<file path="src/rtl/sound_pkg.sv">
// Shared types for the sound cue sequencer: note codes, cue ids, FSM states.
// Imported by cue_fifo and sound_cue_sequencer.
package sound_pkg;

    localparam logic [3:0] NOTE_SILENT = 4'd0;
    localparam logic [3:0] NOTE_DO     = 4'd1;
    localparam logic [3:0] NOTE_RE     = 4'd2;
    localparam logic [3:0] NOTE_MI     = 4'd3;
    localparam logic [3:0] NOTE_SOL    = 4'd4;

    typedef enum logic [1:0] {
        CUE_WALL,
        CUE_PADDLE,
        CUE_BRICK,
        CUE_LOST
    } cue_e;

    typedef enum logic [1:0] {
        ST_IDLE,
        ST_NOTE,
        ST_GAP
    } state_e;

    // Single-note code of each cue; the lost cue falls back to do.
    function automatic logic [3:0] cue_note(input cue_e c);
        logic [3:0] n;
        n = NOTE_SILENT;
        unique case (c)
            CUE_WALL:   n = NOTE_DO;
            CUE_PADDLE: n = NOTE_SOL;
            CUE_BRICK:  n = NOTE_MI;
            CUE_LOST:   n = NOTE_DO;
            default:    n = NOTE_SILENT;
        endcase
        return n;
    endfunction

endpackage

</file>
<file path="src/rtl/cue_fifo.sv">
// Synchronous cue queue, power-of-two depth, extra pointer bit for full/empty.
// Ports: clk_i, rst_ni (async low), push_i/data_i, pop_i/data_o, full_o, empty_o.
module cue_fifo
    import sound_pkg::*;
#(
    parameter int DEPTH = 4
) (
    input  logic clk_i,
    input  logic rst_ni,
    input  logic push_i,
    input  cue_e data_i,
    input  logic pop_i,
    output cue_e data_o,
    output logic full_o,
    output logic empty_o
);

    localparam int AW = $clog2(DEPTH);
    localparam logic [AW:0] PTR_ONE = {{AW{1'b0}}, 1'b1};

    cue_e        mem_q [DEPTH];
    logic [AW:0] wr_q;
    logic [AW:0] rd_q;
    logic        do_push;
    logic        do_pop;

    assign empty_o = (wr_q == rd_q);
    assign full_o  = (wr_q[AW] != rd_q[AW]) &&
                     (wr_q[AW-1:0] == rd_q[AW-1:0]);
    assign do_pop  = pop_i && !empty_o;
    // A pop in the same cycle frees the slot, so a full queue still accepts.
    assign do_push = push_i && (!full_o || do_pop);
    assign data_o  = mem_q[rd_q[AW-1:0]];

    always_ff @(posedge clk_i or negedge rst_ni) begin
        if (!rst_ni) begin
            wr_q  <= '0;
            rd_q  <= '0;
            mem_q <= '{default: CUE_WALL};
        end else begin
            if (do_push) begin
                mem_q[wr_q[AW-1:0]] <= data_i;
                wr_q <= wr_q + PTR_ONE;
            end
            if (do_pop) begin
                rd_q <= rd_q + PTR_ONE;
            end
        end
    end

endmodule

</file>
<file path="src/rtl/sound_cue_sequencer.sv">
// Queues game event strobes and plays them as timed note codes on play_sound.
// Ports: clk50mhz, reset_button (async low), hit_wall/hit_paddle/hit_brick/
// ball_lost strobes in; play_sound[3:0], busy, overflow out (all registered).
// Build option SOUND_SEQ_MELODY_EN: ball_lost plays sol-mi-re-do instead of do.
module sound_cue_sequencer
    import sound_pkg::*;
#(
    parameter logic [31:0] NOTE_TICKS = 32'h2FAF08,
    parameter logic [31:0] GAP_TICKS  = 32'h7A120,
    parameter int          FIFO_DEPTH = 4
) (
    input  logic       clk50mhz,
    input  logic       reset_button,
    input  logic       hit_wall,
    input  logic       hit_paddle,
    input  logic       hit_brick,
    input  logic       ball_lost,
    output logic [3:0] play_sound,
    output logic       busy,
    output logic       overflow
);

    state_e      state_q;
    logic [31:0] cnt_q;
    cue_e        cue_q;
    logic [3:0]  play_q;
    logic        busy_q;
    logic        overflow_q;
`ifdef SOUND_SEQ_MELODY_EN
    logic [1:0]  idx_q;
`endif

    logic        ev_valid;
    cue_e        ev_cue;
    logic        pop;
    cue_e        fifo_cue;
    logic        fifo_full;
    logic        fifo_empty;
    logic [3:0]  note_now;

    // Only the highest-priority strobe of a cycle is queued.
    always_comb begin
        ev_valid = hit_wall | hit_paddle | hit_brick | ball_lost;
        ev_cue   = CUE_WALL;
        if (ball_lost)       ev_cue = CUE_LOST;
        else if (hit_brick)  ev_cue = CUE_BRICK;
        else if (hit_paddle) ev_cue = CUE_PADDLE;
        else                 ev_cue = CUE_WALL;
    end

    assign pop = (state_q == ST_IDLE) && !fifo_empty;

    cue_fifo #(
        .DEPTH (FIFO_DEPTH)
    ) u_fifo (
        .clk_i   (clk50mhz),
        .rst_ni  (reset_button),
        .push_i  (ev_valid),
        .data_i  (ev_cue),
        .pop_i   (pop),
        .data_o  (fifo_cue),
        .full_o  (fifo_full),
        .empty_o (fifo_empty)
    );

`ifdef SOUND_SEQ_MELODY_EN
    function automatic logic [3:0] melody_note(input logic [1:0] i);
        logic [3:0] n;
        n = NOTE_SILENT;
        unique case (i)
            2'd0:    n = NOTE_SOL;
            2'd1:    n = NOTE_MI;
            2'd2:    n = NOTE_RE;
            2'd3:    n = NOTE_DO;
            default: n = NOTE_SILENT;
        endcase
        return n;
    endfunction

    always_comb begin
        note_now = cue_note(cue_q);
        if (cue_q == CUE_LOST) note_now = melody_note(idx_q);
    end
`else
    always_comb begin
        note_now = cue_note(cue_q);
    end
`endif

    // play_sound trails the FSM state by one edge, so the note appears
    // two edges after the strobe and each note/gap keeps its full length.
    always_ff @(posedge clk50mhz or negedge reset_button) begin
        if (!reset_button) begin
            state_q    <= ST_IDLE;
            cnt_q      <= '0;
            cue_q      <= CUE_WALL;
            play_q     <= NOTE_SILENT;
            busy_q     <= 1'b0;
            overflow_q <= 1'b0;
`ifdef SOUND_SEQ_MELODY_EN
            idx_q      <= '0;
`endif
        end else begin
            busy_q     <= (state_q != ST_IDLE) || !fifo_empty;
            overflow_q <= ev_valid && fifo_full && !pop;
            unique case (state_q)
                ST_IDLE: begin
                    play_q <= NOTE_SILENT;
                    cnt_q  <= '0;
                    if (pop) begin
                        cue_q   <= fifo_cue;
                        state_q <= ST_NOTE;
`ifdef SOUND_SEQ_MELODY_EN
                        idx_q   <= '0;
`endif
                    end
                end
                ST_NOTE: begin
                    play_q <= note_now;
                    if (cnt_q == NOTE_TICKS - 32'd1) begin
                        cnt_q <= '0;
`ifdef SOUND_SEQ_MELODY_EN
                        if (cue_q == CUE_LOST && idx_q != 2'd3) begin
                            idx_q <= idx_q + 2'd1;
                        end else begin
                            state_q <= ST_GAP;
                        end
`else
                        state_q <= ST_GAP;
`endif
                    end else begin
                        cnt_q <= cnt_q + 32'd1;
                    end
                end
                ST_GAP: begin
                    play_q <= NOTE_SILENT;
                    if (cnt_q == GAP_TICKS - 32'd1) begin
                        cnt_q   <= '0;
                        state_q <= ST_IDLE;
                    end else begin
                        cnt_q <= cnt_q + 32'd1;
                    end
                end
                default: begin
                    play_q  <= NOTE_SILENT;
                    cnt_q   <= '0;
                    state_q <= ST_IDLE;
                end
            endcase
        end
    end

    assign play_sound = play_q;
    assign busy       = busy_q;
    assign overflow   = overflow_q;

endmodule
</file>
<file path="config.mk">
export PLATFORM = sky130hd
export DESIGN_NAME = sound_cue_sequencer
export DESIGN_NICKNAME = d
export VERILOG_FILES = /design/src/rtl/sound_pkg.sv /design/src/rtl/cue_fifo.sv /design/src/rtl/sound_cue_sequencer.sv
export SDC_FILE = /design/constraint.sdc
export NUM_CORES = 1
export LEC_CHECK = 0
export CELL_PAD_IN_SITES_DETAIL_PLACEMENT = 1
export CELL_PAD_IN_SITES_GLOBAL_PLACEMENT = 1
export CORE_ASPECT_RATIO = 1.25
export CORE_MARGIN = 5
export CORE_UTILIZATION = 41
export DETAILED_ROUTE_END_ITERATION = 7
export DONT_BUFFER_PORTS = 1
export PLACE_DENSITY_LB_ADDON = 0.25
export SYNTH_ARGS = -nofsm -noshare
export SYNTH_HDL_FRONTEND = slang
export SYNTH_SLANG_ARGS = --single-unit
</file>
<file path="constraint.sdc">
create_clock -name clk50mhz -period 1.85 [get_ports clk50mhz]
set_input_delay 0.37 -clock clk50mhz [delete_from_list [all_inputs] [get_ports clk50mhz]]
set_output_delay 0.37 -clock clk50mhz [all_outputs]
set_load 0.05 [all_outputs]
</file>
==> results of run 1 <==
Yosys cell counts (2+ instances only):
cell	number
and3_1	6
nor3_1	5
and4_1	4
dfrtp_1	55
inv_1	10
xnor2_1	18
buf_4	4
ha_1	10
nand4bb_1	2
nor3b_1	2
mux2_1	2
mux2_2	11
nand2_1	18
and2_1	2
a41oi_1	2
nor4_1	7
xor2_1	19
nor2_1	37
nand3_1	13
nand4_1	11
nor4b_1	2
mux4_2	2
final timing paths:
check	endpoint	cells past startpoint	startpoint	slack [ns]
worst max register to register	cnt_q[21]	7	cnt_q[0]	-0.09
min in group asynchronous	u_fifo.wr_q[0]	2	reset_button	0.58
max in group asynchronous	play_sound[2]	2	reset_button	1.03
worst min register to register	play_sound[1]	1	cue_q[0]	0.49
worst max-delay path	cnt_q[21]	7	cnt_q[0]	-0.09
worst min-delay path	u_fifo.mem_q[4]	2	ball_lost	0.33
layer usage:
layer	global-route usage, %	vias to the layer above	routed length, microns	share of wire [%]
met1	19.2	1030	2660	41
li1	-	977	-	-
met4	5.45	0	167	2.6
met5	0	-	0	0
met2	30.4	19	3550	55
met3	2.58	11	100	1.5
power breakdown:
part           total (mW)  switching, mW  internal, mW
combinational        2.15           1.05          1.10
sequential           1.79          0.330          1.46
clock               0.696          0.424         0.272
final cells by class:
class | count | area, sq um
clock inverters | 3 | 25.0
well taps | 87 | 109
fillers | 704 | 3160
repair buffers | 43 | 383
clock buffers | 5 | 68.8
inverters | 10 | 37.5
flip-flops and latches | 55 | 1380
multi-input cells | 186 | 1410
logic make-up (layout without fill, tap and decap cells):
logic type               count (synthesis)  in the layout
buffers and inverters                   17             61
AND/OR/NAND/NOR                        116            116
flip-flops                              55             55
adder cells (fa/ha/maj)                 10             10
AO/OA/AOI/OAI                            7              7
multiplexers                            15             15
XOR/XNOR                                37             37
other                                    1              1
timing repair:
item | 4_1_cts | 5_1_grt
setup buffers | 1 | 2
endpoints found under the hold margin | 55 | 0
gates resized for setup | 11 | 11
pin swaps | 7 | 3
hold buffers | 2 | 0
setup endpoints to repair | 38 | 43
cells in the final DEF (no fill, tap or decap), drive strengths merged:
cell and instances:
and4b 1, nand3 13, nor3 6, a21o 1, nor2 37, conb 1, a31oi 1, ha 10
and4 4, buf 42, a21boi 1, dfrtp 55, and2 2, nand2 18, clkbuf 5, or4 1
inv 10, nand2b 1, mux2 13, nand4bb 2, nor3b 2, a41oi 2, xor2 19, nor4 7
and3 6, clkinvlp 1, a211oi 1, o21ai 1, nand3b 1, nand4 11, or2 1, dlygate4sd3 1
mux4 2, xnor2 18, clkinv 2, nor4b 2, or3 1
metrics by stage:
step / power (mW) / TNS (ns) / setup WS, ns
floorplan: 2.91 / -0.000824 / -0.000412
global placement: 3.60 / -0.0986 / -0.0343
detailed placement: 3.68 / -0.318 / -0.0502
CTS: 4.51 / -0.689 / -0.0626
global route: 4.94 / -4.71 / -0.151
finish: 4.63 / -2.48 / -0.0892
sequential cells by signal, summed over array words and instances, names as in the netlist:
| signal | flops |
|---|---|
| cnt_q | 32 |
| u_fifo.mem_q | 8 |
| play_sound | 3 |
| u_fifo.rd_q | 3 |
| u_fifo.wr_q | 3 |
| cue_q | 2 |
| state_q | 2 |
| busy | 1 |
| overflow | 1 |
==> flow_summary.yaml, run 1 <==
logic_synthesis:
  synth-adder-area-share_pct: 4.52
  yosysSeqAreaShare_pct: 49.7
  synth_xor_area_share_pct: 11.7
  async_flop_share_pct: 100
  synth_top_area_cell: "dfrtp_1"
  yosys-top-cells-area: "dfrtp_1 50%, xor2_1 6.0%, xnor2_1 5.7%, nor2_1 5.0%, ha_1 4.5%"
  yosys_warnings: 0
  ys_seq_elements: 55
  synth_cell_types: 38
  synth_nets: 274
  avgSynthCellArea_sq_um: 10.7
  synth_ff_type: "dfrtp_1"
  syn_inst: 258
  netlist_area_sq_mm: 0.00277
  synth_compound_area_share_pct: 2.03
  synth_top_family_by_area: "simple AND/OR/NAND/NOR gates"
  synth-edff-count: 0
  yosys.area_share.simple_pct: 21.8
  synth_top_area_share_pct: 49.7
  synth_mux_area_share_pct: 6.92
worst_hold_path:
  min_path_type: "in -> reg"
cts:
  clk_pin_slew_worst_paths_ns: 0.12
  cts_sinks: 55
  cts_buffers: 5
  h-tree-depth: 2
  clk_latency_ns: 0.32
  clockRootBuffer: "clkbuf_8"
  tritoncts: "built"
  clockBufferDepth: 2
global_route:
  grt-ovfl-total: 0
  first_global_vias: 2208
  grt_max_degree: 56
  track_usage_pct: 16.3
  grt_pass1_wl_microns: 11000
  antenna_found_initial: 0
critical_path:
  cp_num_buf_inv: 1
  endpoint_kind: "register"
  cp_max_fo: 8
  path_class: "reg -> reg"
  path_cells: "ha_2, nand4bb_1, or4_4, a211oi_4, nand2b_4, buf_12, nor2_2"
  critPathLaunchType: "register"
  crit_family: "simple AND/OR/NAND/NOR gates"
  worst_ep_required_time_ns: 2.06
  crit_slowest_cell: "or4_4"
  critPathMaxStageDelay_ns: 0.45
  worstPathArrival_ns: 2.15
timing:
  finClkSkew_ns: 0.0165
  min_period_ns: 1.94
  whs_ns: 0.331
  post-route-period-util_pct: 105
  hold_viol_final: 0
  grt_setup_unrepaired: "true"
  drv_slew: 0
  setup_slack_ns: -0.0892
  finalSetupViolations: 34
  fmax_mhz: 516
layout:
  diodes: 0
  post-route-util_pct: 51.9
  nets: 317
  drive_gt1_share_pct: 27.8
  fin_cells: 389
  final_area_sq_mm: 0.00341
  area_growth_syn_to_layout_pct: 23.1
placed_design:
  port-buffer-count: 0
  place_inst: 376
  gp_congestion: 0.818
  dp_hpwl_microns: 4690
  place_area_sq_mm: 0.00316
floorplanning:
  die_h_microns: 102
  die_w_microns: 83.5
  io_pins: 12
  rows: 33
  die-area_sq_mm: 0.00850
  initial_utilization_pct: 42.2
  core_sq_mm: 0.00657
run_status:
  status: "finished with violations"
  violations: "negative setup slack"
route:
  detail_route.wl_per_cell_microns: 16.7
  postRouteAntennaNets: 0
  first_pass_iters: 4
  vias: 2037
  drt_iter0_drc: 66
  viasPerCell: 5.24
  totalWireLength_microns: 6480
  drc_errors: 0
pwr:
  vdd_drop_max_uv: 922
  leakagePower_nw: 1.47
  power_density_mw_per_mm2: 1360
job:
  maxCapViolCount: 0
(Power assumes the default switching activity.)
==> run 2, diff against run 1 <==
--- a/config.mk
+++ b/config.mk
@@ -10,6 +10,7 @@
 export CORE_ASPECT_RATIO = 1.25
 export CORE_MARGIN = 5
 export CORE_UTILIZATION = 41
+export CTS_BUF_LIST = sky130_fd_sc_hd__clkbuf_16
 export DETAILED_ROUTE_END_ITERATION = 7
 export DONT_BUFFER_PORTS = 1
 export PLACE_DENSITY_LB_ADDON = 0.25
==> run 2 against run 1 <==
  * Critical path depth decreased by 1
  * First-iteration DRC count down 7.6%
  * The run still ends with negative setup slack left
  * Largest cell class unchanged
  * Critical path type unchanged
  * Clock-buffer cell count is the same
  * Final cell count unchanged
==> flow_summary.yaml, run 2 (synthesized netlist as in run 1, its figures left out) <==
placed_design:
  place_inst: 376
  port-buffer-count: 0
  gp_congestion: 0.818
  place_ws_ns: -0.0502
  dp_hpwl_microns: 4690
  place_area_sq_mm: 0.00316
run_status:
  violations: "negative setup slack"
  status: "finished with violations"
layout:
  largest_register_ffs: 32
  most-common-layout-cells: "55 x dfrtp_1, 38 x buf_4, 25 x nor2_1"
  diodes: 0
  fin_cells: 389
  reg_top3: "cnt_q: 32 flops, u_fifo.mem_q: 8 flops"
  area_growth_syn_to_layout_pct: 25.9
  layout_commonest_cell: "dfrtp_1"
  top_register: "cnt_q"
  drive_gt1_share_pct: 29.1
  nets: 317
  final_area_sq_mm: 0.00349
  post-route-util_pct: 53.1
floorplanning:
  io_pins: 12
  initial_utilization_pct: 42.2
  die_w_microns: 83.5
  rows: 33
  die-area_sq_mm: 0.00850
  core_sq_mm: 0.00657
  die_h_microns: 102
critical_path:
  critPathLaunchType: "register"
  path_class: "reg -> reg"
  cp_max_fo: 3
  endpoint_kind: "register"
  worst_ep_required_time_ns: 2.03
  worstPathArrival_ns: 2.10
cts:
  cts_sinks: 55
  clockRootBuffer: "clkbuf_16"
  clk_pin_slew_worst_paths_ns: 0.08
  clockBufferDepth: 2
  tritoncts: "built"
  h-tree-depth: 2
  cts_buffers: 5
  clk_latency_ns: 0.30
timing:
  finalSetupViolations: 34
  drv_slew: 0
  hold_viol_final: 0
  finClkSkew_ns: 0.0103
  whs_ns: 0.350
  grt_setup_unrepaired: "true"
  fmax_mhz: 520
  setup_slack_ns: -0.0730
  post-route-period-util_pct: 104
  min_period_ns: 1.92
  setup_tns_ns: -1.96
pwr:
  switching_share_pct: 37.8
  pwr-share-comb_pct: 44.6
  vdd_drop_max_uv: 951
  internal_power_mw: 3.09
  p_sw_mw: 1.88
  seqPwrFrac_pct: 36.3
  power_density_mw_per_mm2: 1420
  pwr-share-clk_pct: 19.2
  leakagePower_nw: 1.49
  totalPowerFinal_mw: 4.96
route:
  viasPerCell: 5.33
  vias: 2072
  totalWireLength_microns: 6780
  drt_iter0_drc: 61
  drc_errors: 0
  detail_route.wl_per_cell_microns: 17.4
  first_pass_iters: 4
  postRouteAntennaNets: 0
worst_hold_path:
  min_path_type: "in -> reg"
global_route:
  antenna_found_initial: 0
  track_usage_pct: 17.0
  grt-ovfl-total: 0
  grt_pass1_wl_microns: 11400
  grt_max_degree: 56
  first_global_vias: 2250
job:
  maxCapViolCount: 0
==> run 2: changes by cell type in the layout (fill, tap and decap cells not counted), moves of 2 or more <==
cell / change
nor2_1: -3
clkbuf_16: +5
clkbuf_8: -5
nor2_2: +2
==> run 2: final timing paths <==
check	depth (start not counted)	start	to	slack, ns
setup / recovery	6	cnt_q[0]	state_q[0]	-0.07
hold / removal	2	ball_lost	u_fifo.mem_q[4]	0.35
setup reg to reg	6	cnt_q[0]	state_q[0]	-0.07
hold reg to reg	1	cue_q[0]	play_sound[1]	0.49
max in group asynchronous	2	reset_button	cnt_q[21]	1.01
min in group asynchronous	2	reset_button	u_fifo.wr_q[0]	0.61
==> run 2: timing repair <==
item                                    4_1_cts  5_1_grt
setup buffers                                 2        1
endpoints found under the hold margin        55        0
pin swaps                                    10        2
hold buffers                                  2        0
gates resized for setup                      18       10
endpoints found under the setup margin       37       42
==> run 2: cell type report <==
type,count,area (sq um)
timing repair buffer,43,383
inverter,10,37.5
clock inverter,3,25.0
sequential,55,1380
multi-input combinational,186,1430
fill,706,3080
tap,87,109
clock buffer,5,125
==> run 2: critical path: stages (launching register included) <==
cell and delay [ns]:
dfrtp_1 0.40, ha_4 0.16, nand4bb_1 0.12, or4_4 0.45, a211oi_4 0.25, nand2_2 0.11
mux2_4 0.31
==> run 2: per-layer routing <==
metal	track usage, %	share of wire (%)	vias to the layer above
met3	2.74	1.7	11
met1	19.1	39	1062
met4	6.31	2.3	0
li1	-	-	976
met2	32.5	57	23
met5	0	0	-
==> run 2: power groups by stage <==
stage	combinational [mW]	clock, mW	sequential, mW
after floorplan	1.15	0	1.77
final	2.21	0.953	1.80
after global placement	1.81	0	1.78
after detailed placement	1.88	0	1.80
after global routing	2.39	1.04	1.84
after CTS	2.10	0.987	1.79
